## src/rtl/mem_port_arbiter.sv

```systemverilog
// Two-master arbiter (instruction fetch and data) in front of one shared memory port.
// Data normally wins; a starvation counter forces a fetch grant after STARVE_MAX data grants.
module mem_port_arbiter #(
  parameter int STARVE_MAX = 4
) (
  input  logic        CLK,
  input  logic        RSTn,
  input  logic        i_req,
  input  logic [31:0] i_addr,
  output logic        i_gnt,
  output logic        i_rvalid,
  output logic [31:0] i_rdata,
  input  logic        d_req,
  input  logic        d_we,
  input  logic [31:0] d_addr,
  input  logic [31:0] d_wdata,
  input  logic [3:0]  d_be,
  output logic        d_gnt,
  output logic        d_rvalid,
  output logic [31:0] d_rdata,
  output logic        mem_req,
  output logic        mem_we,
  output logic [31:0] mem_addr,
  output logic [31:0] mem_wdata,
  output logic [3:0]  mem_be,
  input  logic        mem_gnt,
  input  logic        mem_rvalid,
  input  logic [31:0] mem_rdata
);

  typedef enum logic [1:0] {
    IDLE   = 2'd0,
    WAIT_I = 2'd1,
    WAIT_D = 2'd2
  } state_t;

  localparam logic [3:0] STARVE_LIM = 4'(STARVE_MAX);

  state_t     state;
  state_t     state_next;
  logic [3:0] starve_cnt;
  logic [3:0] starve_next;
  logic       fetch_sel;

  // Fetch only takes the port from a competing data request once it has waited its quota.
  assign fetch_sel = i_req && (!d_req || (starve_cnt == STARVE_LIM));

  assign i_rdata = mem_rdata;
  assign d_rdata = mem_rdata;

  always_comb begin
    if (fetch_sel) begin
      mem_addr  = i_addr;
      mem_we    = 1'b0;
      mem_be    = 4'hF;
      mem_wdata = 32'h0;
    end else begin
      mem_addr  = d_addr;
      mem_we    = d_we;
      mem_be    = d_be;
      mem_wdata = d_wdata;
    end
  end

  always_comb begin
    mem_req     = 1'b0;
    i_gnt       = 1'b0;
    d_gnt       = 1'b0;
    i_rvalid    = 1'b0;
    d_rvalid    = 1'b0;
    state_next  = state;
    starve_next = starve_cnt;

    case (state)
      IDLE: begin
        mem_req = i_req || d_req;
        i_gnt   = fetch_sel && mem_req && mem_gnt;
        d_gnt   = !fetch_sel && d_req && mem_req && mem_gnt;
        if (i_gnt) begin
          state_next  = WAIT_I;
          starve_next = 4'd0;
        end else if (d_gnt) begin
          state_next = WAIT_D;
          if (!i_req) begin
            starve_next = 4'd0;
          end else if (starve_cnt >= STARVE_LIM) begin
            starve_next = STARVE_LIM;
          end else begin
            starve_next = starve_cnt + 4'd1;
          end
        end
      end
      WAIT_I: begin
        i_rvalid = mem_rvalid;
        if (mem_rvalid) begin
          state_next = IDLE;
        end
      end
      WAIT_D: begin
        d_rvalid = mem_rvalid;
        if (mem_rvalid) begin
          state_next = IDLE;
        end
      end
      default: begin
        state_next = IDLE;
      end
    endcase

    // Reset gates every handshake output, whatever the state register still holds.
    if (!RSTn) begin
      mem_req  = 1'b0;
      i_gnt    = 1'b0;
      d_gnt    = 1'b0;
      i_rvalid = 1'b0;
      d_rvalid = 1'b0;
    end
  end

  always_ff @(posedge CLK) begin
    if (!RSTn) begin
      state      <= IDLE;
      starve_cnt <= 4'd0;
    end else begin
      state      <= state_next;
      starve_cnt <= starve_next;
    end
  end

endmodule

```

## config.mk

```make
export PLATFORM = sky130hd
export DESIGN_NAME = mem_port_arbiter
export DESIGN_NICKNAME = d
export VERILOG_FILES = /design/src/rtl/mem_port_arbiter.sv
export SDC_FILE = /design/constraint.sdc
export NUM_CORES = 1
export LEC_CHECK = 0
export CORE_AREA = 2 2 107 109
export CTS_CLUSTER_DIAMETER = 80
export DETAILED_ROUTE_END_ITERATION = 10
export DIE_AREA = 0 0 109 111
export HOLD_SLACK_MARGIN = 0.12
export PLACE_DENSITY_LB_ADDON = 0.25
export SLEW_MARGIN = 5
export SYNTH_ARGS = -nofsm -noshare
export SYNTH_HDL_FRONTEND = slang
export SYNTH_SLANG_ARGS = --single-unit
```

## constraint.sdc

```tcl
create_clock -name CLK -period 2.49 [get_ports CLK]
set_clock_uncertainty 0.2 [all_clocks]
set_input_delay 0.249 -clock CLK [delete_from_list [all_inputs] [get_ports CLK]]
set_output_delay 0.249 -clock CLK [all_outputs]
set_load 0.02 [all_outputs]
```

==> metrics.txt <==
outcome completed; clock share of power 28.1%; GRT overflow 0; Int Power 0.630 mW; Total Nets Final 468; largest fanout on the critical path 22; Slew Viols, Final 0; Flop pwr share 11.0%; Max Root-Sink Buffers 2; post-synthesis cell type count 33; initial antenna violation count 0; Crit Path Class reg2out; Sequential Area 120 um^2; Clock transition at path regs 0.03 ns; Horiz. Die Dim 109 um; flops & latches, synth 6; Clock Root Buffer clkbuf_16; Post-Syn Nets 335; Setup TNS 0 ns; P_leak 1.45 nW; Net Sw Power 0.289 mW; first-pass GRT wire length 9140 um; H-tree levels 1; pin count of the biggest net entering global routing 23; full die area 0.0121 mm^2; syn avg cell area 8.31 um^2; pre-CTS setup slack -0.101 ns; crit path DAT 1.96 ns; Finished Cell Area 0.00325 mm^2; area fraction of the dominant cell type after synthesis 30.3%; final hold violations 0; Worst-Margin Slew 0.402 ns; Critical Path RT 2.04 ns; synth cell count leaders 64 x buf_4, 37 x nor2b_1, 31 x mux2_2; Primary FF master, synth dfxtp_1; final wirelength 6800 um; Final Cycle Share 96.7%; top post-synthesis cells by area buf_4 30%, mux2_2 22%, nor2b_1 15%, dfxtp_1 7.6%, ha_1 3.9%; Ys Warns 0; Port-buffer cells 180; Clock Sinks 6; routed vias 1739; cell area power density 283 mW/mm^2; final setup fails 0; antenna diode count 0; largest area contributor in the netlist buf_4; worst hold path type in2out; Tmin final 2.41 ns; Switching Fraction 31.4%; DIE HEIGHT 111 um; Netlist Area Pre-Place 0.00159 mm^2; Hold Slack 0.298 ns; # IOs 277; CTS buffer count 3; HPWL Detailed 5690 um; Post-DP Area 0.00318 mm^2; core area 0.0111 mm^2; fin worst setup slack 0.0822 ns; Cells after Synth 191; Post-DRT Antenna Nets 0; vias in the first global route 1662; Seq/Total Area, Yosys 7.57%; max_slew headroom 72.9%; Layout Area Growth over Synthesis 104%; number of synthesized flops with an enable pin 0; gpl congestion 0.696; Post-CTS Hold Buffers 0; Comb pwr share 60.9%; fillers 1212; fmax 0.415 GHz; # DRC 0; Startpoint Class flip-flop; Worst-Skew Late Latency 0.23 ns; worst vdd ir 0.000226 V; count leader, synth buf_4; Vias/cell 3.74; Routed wire per std cell 14.6 um; Starting Density 14.3%; CTS tree yes; DR iter-0 viols 32; CP endpoint kind output port; maxcap violations 0; share of layout cells above drive strength 1 23.6%; Util after Layout 29.3%; Total GRT Usage 9.63%; DR pass1 iterations 4; # rows 39; footprint of the multi-input gates 918 um^2; async set-reset flop share out of synthesis 0%
## per-stage QoR
stage                     instances  power [mW]
after floorplan                 191       0.489
after global routing            465       0.965
after global placement          457       0.708
final                           465       0.919
after detailed placement        457       0.708
after CTS                       462       0.927
## critical path: stages (launching register included)
cell and delay (ns):
dfxtp_1 0.30, inv_1 0.10, ha_4 0.16, nand3b_4 0.09, a21oi_4 0.23, buf_12 0.21, mux2_2 0.35, clkdlybuf4s15_1 0.29
## power groups by stage
stage | Sequential, mW | Combinational (mW) | Clock [mW]
after global routing | 0.101 | 0.595 | 0.269
after floorplan | 0.102 | 0.387 | 0
after CTS | 0.101 | 0.561 | 0.266
after detailed placement | 0.103 | 0.606 | 0
after global placement | 0.103 | 0.605 | 0
final | 0.101 | 0.560 | 0.259
## layout make-up
type,instances,share of cell area (%)
Clock buffer,3,2.31
Inverter,5,0.578
Multi-Input combinational cell,107,28.3
Sequential cell,6,3.70
Tap cell,143,5.51
Timing Repair Buffer,201,59.6
## flip-flops by register name (all words and copies together), names as in the netlist
name        count
starve_cnt      4
state           2
## per-layer routing
| layer | track usage (%) | wire length, um | vias up |
|---|---|---|---|
| met2 | 17.1 | 3300 | 119 |
| met4 | 1.45 | 20 | 0 |
| met5 | 0 | 0 | - |
| met1 | 10.5 | 2460 | 782 |
| met3 | 4.41 | 1020 | 6 |
| li1 | - | - | 832 |
## cells in the final DEF, fill, tap and decap left out, types with 5 or more instances in the layout
cell type        netlist  layout
dfxtp_1                6       6
dlygate4sd2_1          0      37
clkdlybuf4s50_1        0     109
nor2b_1               37      37
buf_4                 64      17
dlymetal6s2s_1         0       8
buf_2                  5       6
mux2_2                31      31
clkdlybuf4s15_1        0      14
clkbuf_2               0       5
## timing repair
action | in CTS | in global routing
setup endpoints to repair | 68 | 36
gates cloned | 0 | 1
gates resized for setup | 83 | 35
pin swaps | 1 | 1
buffers inserted | 2 | 2
## logic make-up after synthesis
family | Yosys count | synth area share (%)
DFF | 6 | 7.57
and+or+nand+nor | 59 | 23.8
AOI/OAI and AO/OA | 11 | 6.62
buffers and inverters | 78 | 35.4
adders and majority gates | 5 | 3.94
muxes | 32 | 22.7
## worst paths after layout
check | from | endpoint | slack [ns] | depth (start not counted)
min | mem_rdata[12] | d_rdata[12] | 0.30 | 0
max reg2reg | state[0]$_SDFFE_PN0P_ | state[0]$_SDFFE_PN0P_ | 0.74 | 5
min reg2reg | state[1]$_SDFFE_PN0P_ | state[1]$_SDFFE_PN0P_ | 0.31 | 2
max | starve_cnt[0]$_SDFFE_PN0P_ | mem_addr[12] | 0.08 | 7
Note: power is estimated with default switching activity, not from simulation.
